--- config.mk ---
export PLATFORM = sky130hd
export DESIGN_NAME = vu_vmu_ut_issue
export DESIGN_NICKNAME = d
export VERILOG_FILES = /design/src/rtl/vu_vmu_ut_issue.sv
export SDC_FILE = /design/constraint.sdc
export NUM_CORES = 1
export LEC_CHECK = 0
export CORE_ASPECT_RATIO = 1.75
export CORE_MARGIN = 1
export CORE_UTILIZATION = 51
export DETAILED_ROUTE_END_ITERATION = 7
export PLACE_DENSITY = 0.81
export SLEW_MARGIN = 20
export SYNTH_ARGS = -nofsm -noshare
export SYNTH_HDL_FRONTEND = slang
export SYNTH_SLANG_ARGS = --single-unit
export TNS_END_PERCENT = 20
--- constraint.sdc ---
create_clock -name clk -period 3.6 [get_ports clk]
set_input_delay 0.72 -clock clk [delete_from_list [all_inputs] [get_ports clk]]
set_output_delay 0.72 -clock clk [all_outputs]
set_load 0.02 [all_outputs]
--- src/rtl/vu_vmu_ut_issue.sv ---
// UT load issue stage: walks the elements of each issue command, adds the popped
// per-element offset to the command base and emits tagged load requests through a one-entry register.
module vu_vmu_ut_issue #(
    parameter int ADDR_SZ = 64,
    parameter int VLEN_SZ = 11
) (
    input  logic                       clk,
    input  logic                       reset,
    input  logic [ADDR_SZ+VLEN_SZ-1:0] iscmdq_deq_bits,
    input  logic                       iscmdq_deq_val,
    output logic                       iscmdq_deq_rdy,
    input  logic [ADDR_SZ-1:0]         utaq_deq_bits,
    input  logic                       utaq_deq_val,
    output logic                       utaq_deq_rdy,
    output logic [ADDR_SZ-1:0]         memreq_bits_addr,
    output logic [VLEN_SZ-1:0]         memreq_bits_tag,
    output logic                       memreq_val,
    input  logic                       memreq_rdy,
    output logic                       issue_busy
);

    typedef enum logic {
        S_IDLE  = 1'b0,
        S_ISSUE = 1'b1
    } state_t;

    state_t               r_state;
    state_t               w_state_next;

    logic                 r_out_val;
    logic [ADDR_SZ-1:0]   r_out_addr;
    logic [VLEN_SZ-1:0]   r_out_tag;
    logic [VLEN_SZ-1:0]   r_cnt;
    logic [ADDR_SZ-1:0]   r_base;
    logic [VLEN_SZ-1:0]   r_vlen;

    logic                 w_can_load;
    logic                 w_cmd_fire;
    logic                 w_elem_fire;
    logic                 w_last;
    logic [ADDR_SZ-1:0]   w_cmd_addr;
    logic [VLEN_SZ-1:0]   w_cmd_vlen;

    assign w_cmd_addr  = iscmdq_deq_bits[ADDR_SZ+VLEN_SZ-1:VLEN_SZ];
    assign w_cmd_vlen  = iscmdq_deq_bits[VLEN_SZ-1:0];
    assign w_can_load  = ~r_out_val | memreq_rdy;
    assign w_cmd_fire  = iscmdq_deq_val & iscmdq_deq_rdy;
    assign w_elem_fire = utaq_deq_val & utaq_deq_rdy;
    assign w_last      = (r_cnt == r_vlen);

    // State register
    always_ff @(posedge clk) begin
        if (reset) begin
            r_state <= S_IDLE;
        end else begin
            r_state <= w_state_next;
        end
    end

    // Next-state logic
    always_comb begin
        w_state_next = r_state;
        case (r_state)
            S_IDLE:  if (w_cmd_fire)            w_state_next = S_ISSUE;
            S_ISSUE: if (w_elem_fire && w_last) w_state_next = S_IDLE;
            default:                            w_state_next = S_IDLE;
        endcase
    end

    // Handshake outputs; a new command waits for the previous last request to drain
    always_comb begin
        iscmdq_deq_rdy = 1'b0;
        utaq_deq_rdy   = 1'b0;
        case (r_state)
            S_IDLE:  iscmdq_deq_rdy = ~r_out_val;
            S_ISSUE: utaq_deq_rdy   = w_can_load;
            default: ;
        endcase
    end

    always_ff @(posedge clk) begin
        if (reset) begin
            r_out_val  <= 1'b0;
            r_out_addr <= '0;
            r_out_tag  <= '0;
            r_cnt      <= '0;
            r_base     <= '0;
            r_vlen     <= '0;
        end else begin
            if (w_cmd_fire) begin
                r_base <= w_cmd_addr;
                r_vlen <= w_cmd_vlen;
                r_cnt  <= '0;
            end
            // A fire in the same cycle as a drain refills the register: 1 element/cycle
            if (w_elem_fire) begin
                r_out_val  <= 1'b1;
                r_out_addr <= r_base + utaq_deq_bits;
                r_out_tag  <= r_cnt;
                r_cnt      <= w_last ? '0 : r_cnt + {{(VLEN_SZ-1){1'b0}}, 1'b1};
            end else if (memreq_rdy && r_out_val) begin
                r_out_val <= 1'b0;
            end
        end
    end

    assign memreq_val       = r_out_val;
    assign memreq_bits_addr = r_out_addr;
    assign memreq_bits_tag  = r_out_tag;
    assign issue_busy       = (r_state == S_ISSUE) | r_out_val | iscmdq_deq_val;

`ifndef SYNTHESIS
    // Offsets sitting in utaq with no command to consume them point to a VXU/VMU mismatch
    logic [10:0] r_orphan_cnt;
    always_ff @(posedge clk) begin
        if (reset) begin
            r_orphan_cnt <= '0;
        end else if (r_state == S_IDLE && utaq_deq_val) begin
            if (r_orphan_cnt != 11'd1025) r_orphan_cnt <= r_orphan_cnt + 11'd1;
            if (r_orphan_cnt == 11'd1024)
                $display("vu_vmu_ut_issue: error: utaq_deq_val high in IDLE for over 1024 cycles (orphan offsets)");
        end else begin
            r_orphan_cnt <= '0;
        end
    end
`endif

endmodule
==> results by group <==
Routing
  • Detailed Route WL: approximately 30 mm
  • Drt initial violations: around 390
  • Vias/cell: 5.71
  • 1st-pass router iterations: 6
  • Antenna-violating nets left: 0
  • Drt wl/cell: around 17 um
  • DR vias: 10,118
  • DRC viols: 0

Critical path
  • Reg2reg start: r_base[0]
  • Crit start category: input port
  • Critical Setup Path Class: in -> reg
  • WP data required: between 3 and 4 ns
  • CP Buf/Inv Count: 3
  • R2r setup slk: 0.56 ns
  • CP top delay family: compound AO/OA/AOI/OAI gates
  • Worst Path Max Fanout: 4
  • Beginning of the critical path: utaq_deq_bits[0]
  • WP depth: 15
  • CP arrival: 3.81 ns
  • Worst reg-to-reg path cell count: 14
  • Crit path cell chain: clkdlybuf4s50_1 -> ha_1 -> fa_1 -> a21o_1 -> a221o_2 -> buf_4 -> nand3_1 -> a311oi_1 -> o211ai_1 -> nand2_1 -> a31oi_1 -> buf_4 -> xnor2_1 -> nand2_1 -> a21oi_1
  • Worst R2R End: memreq_bits_addr[38]
  • Crit. End Element: flop
  • Slowest cell on crit path: clkdlybuf4s50_1
  • Worst path max stage delay: around 0.42 ns
  • Worst Setup EP: memreq_bits_addr[38]

STA
  • Final period util: 95.9%
  • RSZ-0062 raised after global routing: no
  • Relative slew slack: 46.3%
  • Slew @ Worst Pin: 0.805 ns
  • Final setup vio count: 0
  • Fin. Hold Viols: 0
  • Final WS setup: 0.147 ns
  • Max Slew Vio Count: 0
  • Fmax: ~290 MHz
  • Setup Skew: 0.0134 ns
  • Tmin final: 3.45 ns

Floorplanning
  • Core area: 18,200 um^2
  • Initial core utilization: ~52%
  • I/O pin count: roughly 220
  • Rows: 65
  • Die Footprint: 19,300 um^2
  • Chip height: 183 um
  • Die W: between 100 and 150 um

Yosys
  • Xor/xnor share of the synthesized area: under 10%
  • Compound-cell area share of the yosys netlist: 25.3%
  • Syn Inst Count: 1,273
  • Post-synth ARST share: 0%
  • Top-count cell post-synth: nand2_1
  • Ys Warns: 0
  • Syn nets: 1,482
  • Area contributors post-synth: dfxtp_1 34%, nand2_1 13%, a21oi_1 11%, ha_1 8.4%, a21o_1 3.9%
  • Simple-Gate Fraction of Synth Area: between 20 and 25%
  • Dominant synthesized flop cell: dfxtp_1
  • Yosys reg bits: 163
  • Most area-hungry cell type in the Yosys netlist: dfxtp_1
  • Top post-synthesis cells by count: 323 x nand2_1, 206 x a21oi_1, 163 x dfxtp_1, 64 x ha_1, 55 x nor2_1
  • Post-synthesis mux area share: 0.105%
  • Post-synthesis adder-cell area fraction: 8.59%
  • Mapped Area: ~9600 um^2
  • Syn avg cell area: 7.50 um^2
  • Largest family of logic cells by synthesized area: compound AO/OA/AOI/OAI gates
  • Post-synth EDFFs: 0
  • Distinct cell type count after synthesis: 73
  • Register area share after synthesis: 34.2%
  • Share of the synthesized area in the top cell type: 34.2%

Status
  • Outcome: finished clean

Clocking
  • Total CTS buffers: 17
  • Sink Count: 163
  • Clock Path Buffers: 2
  • Clk pin slew, worst setup/hold paths: 0.07 ns
  • H-tree levels: 4
  • Clock root buffer: clkbuf_16
  • CTS tree: done
  • Clk_lat worst skew: 0.44 ns
  • Setup Fix Bufs, Post-CTS: 0

Place
  • Worst slack at placement: -0.322 ns
  • HPWL after DPL: 22.4 mm
  • RD Place Congestion: 0.958
  • Buffers on Ports: 222
  • Cell count after placement: 1,739

Power
  • Total leakage power: 5.44 nW
  • PwrDens: roughly 400 nW/um^2
  • VDD IR-drop max: ~0.00029 V

Worst hold path
  • Hold Path Class: reg -> reg

Layout
  • Util after Layout: 71.7%
  • Filler instances: 1,520
  • Fraction of layout cells with a size suffix above 1: 9.63%
  • Post-route insts no fill: approximately 1,800
  • Layout area overhead: 36.8%
  • Layout Nets: roughly 1,700

GRT
  • Global-route wire length before repair: 46.9 mm
  • Total track usage: 30.8%
  • GRT Residual Overflow: 0
  • Initial antenna violation count: 1
  • Vias in the first global route: around 9,900
  • Largest net degree at the start of global routing: 112

Flow run
  • Max Cap Viol: 0
through the flow:
step	hold WS [ns]	power [mW]	cell area, um^2	setup TNS (ns)
6_report	0.451	5.26	13100	0
2_1_floorplan	0.440	2.80	9550	0
4_1_cts	0.452	5.27	13000	0
3_5_place_dp	0.442	3.36	12400	-3.03
5_1_grt	0.470	5.50	13100	0
3_3_place_gp	0.437	3.34	12400	-1.82
routing by layer:
layer	vias up	track usage (%)	part of all wire [%]
li1	4944	-	-
met1	4660	29.2	35
met2	382	58.4	54
met3	132	5.79	4.3
met4	0	22.0	6.5
met5	-	0	0
flip-flops by register name, summed over array words and instances, names as in the netlist:
register and flops:
r_state 1, memreq_bits_tag 11, memreq_val 1, memreq_bits_addr 64, r_base 64, r_cnt 11, r_vlen 11
cell usage in the layout, fill, tap and decap left out, types with 15 or more instances in the layout:
| master | Yosys | routed |
|---|---|---|
| a21o_1 | 50 | 50 |
| nand4_1 | 20 | 20 |
| o21ai_0 | 37 | 37 |
| a21oi_1 | 206 | 206 |
| buf_4 | 4 | 89 |
| nand2_1 | 323 | 321 |
| xor2_1 | 30 | 30 |
| inv_1 | 16 | 16 |
| nor2_1 | 55 | 55 |
| xnor2_1 | 30 | 30 |
| o21bai_1 | 15 | 15 |
| ha_1 | 64 | 64 |
| dfxtp_1 | 163 | 163 |
| nand3_1 | 30 | 29 |
| clkdlybuf4s50_1 | 0 | 221 |
| clkbuf_16 | 0 | 17 |
worst min path at each step:
stage                     depth (start not counted)                    to  slack (ns)            startpoint
after floorplan                                   2             r_base[0]        0.44             r_base[0]
after global placement                            2  memreq_bits_addr[46]        0.44  memreq_bits_addr[46]
after detailed placement                          2  memreq_bits_addr[46]        0.44  memreq_bits_addr[46]
after CTS                                         2  memreq_bits_addr[46]        0.45  memreq_bits_addr[46]
after global routing                              2  memreq_bits_addr[19]        0.47  memreq_bits_addr[19]
final                                             2  memreq_bits_addr[46]        0.45  memreq_bits_addr[46]
layout make-up:
cell class / count / area [um^2] / area share (%)
Clock buffer: 17 / 425 / 3.26
Clock inverter: 15 / 191 / 1.47
Sequential cell: 163 / 3260 / 25.0
Antenna cell: 1 / 2.50 / 0.0192
Multi-Input combinational cell: 1015 / 5930 / 45.4
Inverter: 16 / 60.1 / 0.460
Timing Repair Buffer: 311 / 2900 / 22.2
Tap cell: 234 / 293 / 2.24
worst reg2reg max path, cell delays in order (launching register included):
cell      delay (ns)
dfxtp_1         0.32
ha_1            0.21
fa_1            0.38
a21o_1          0.21
a221o_2         0.37
buf_4           0.16
nand3_1         0.08
a311oi_1        0.19
o211ai_1        0.22
nand2_1         0.13
a31oi_1         0.22
buf_4           0.14
xnor2_1         0.11
nand2_1         0.08
a21oi_1         0.15
logic make-up (layout without fill, tap and decap cells):
logic type,Yosys count,after routing
adder cells (fa/ha/maj),65,65
XOR/XNOR,60,60
multiplexers,1,1
AND/OR/NAND/NOR,494,494
AO/OA/AOI/OAI,395,395
other,0,1
buffers and inverters,95,359
flip-flops,163,163
where the power goes:
group          total [mW]  switching, mW  internal (mW)  leakage [nW]
Combinational        1.37          0.734          0.640          3.82
Clock                1.91          0.803           1.11         0.291
Sequential           1.97         0.0663           1.91          1.33
Total                5.26           1.60           3.66          5.44
what timing repair did:
action,CTS,global route
setup endpoints to repair,0,2
resized for setup,0,4
hold buffers,0,0
endpoints found under the hold margin,0,0
Power figures use the tool's default switching activity.
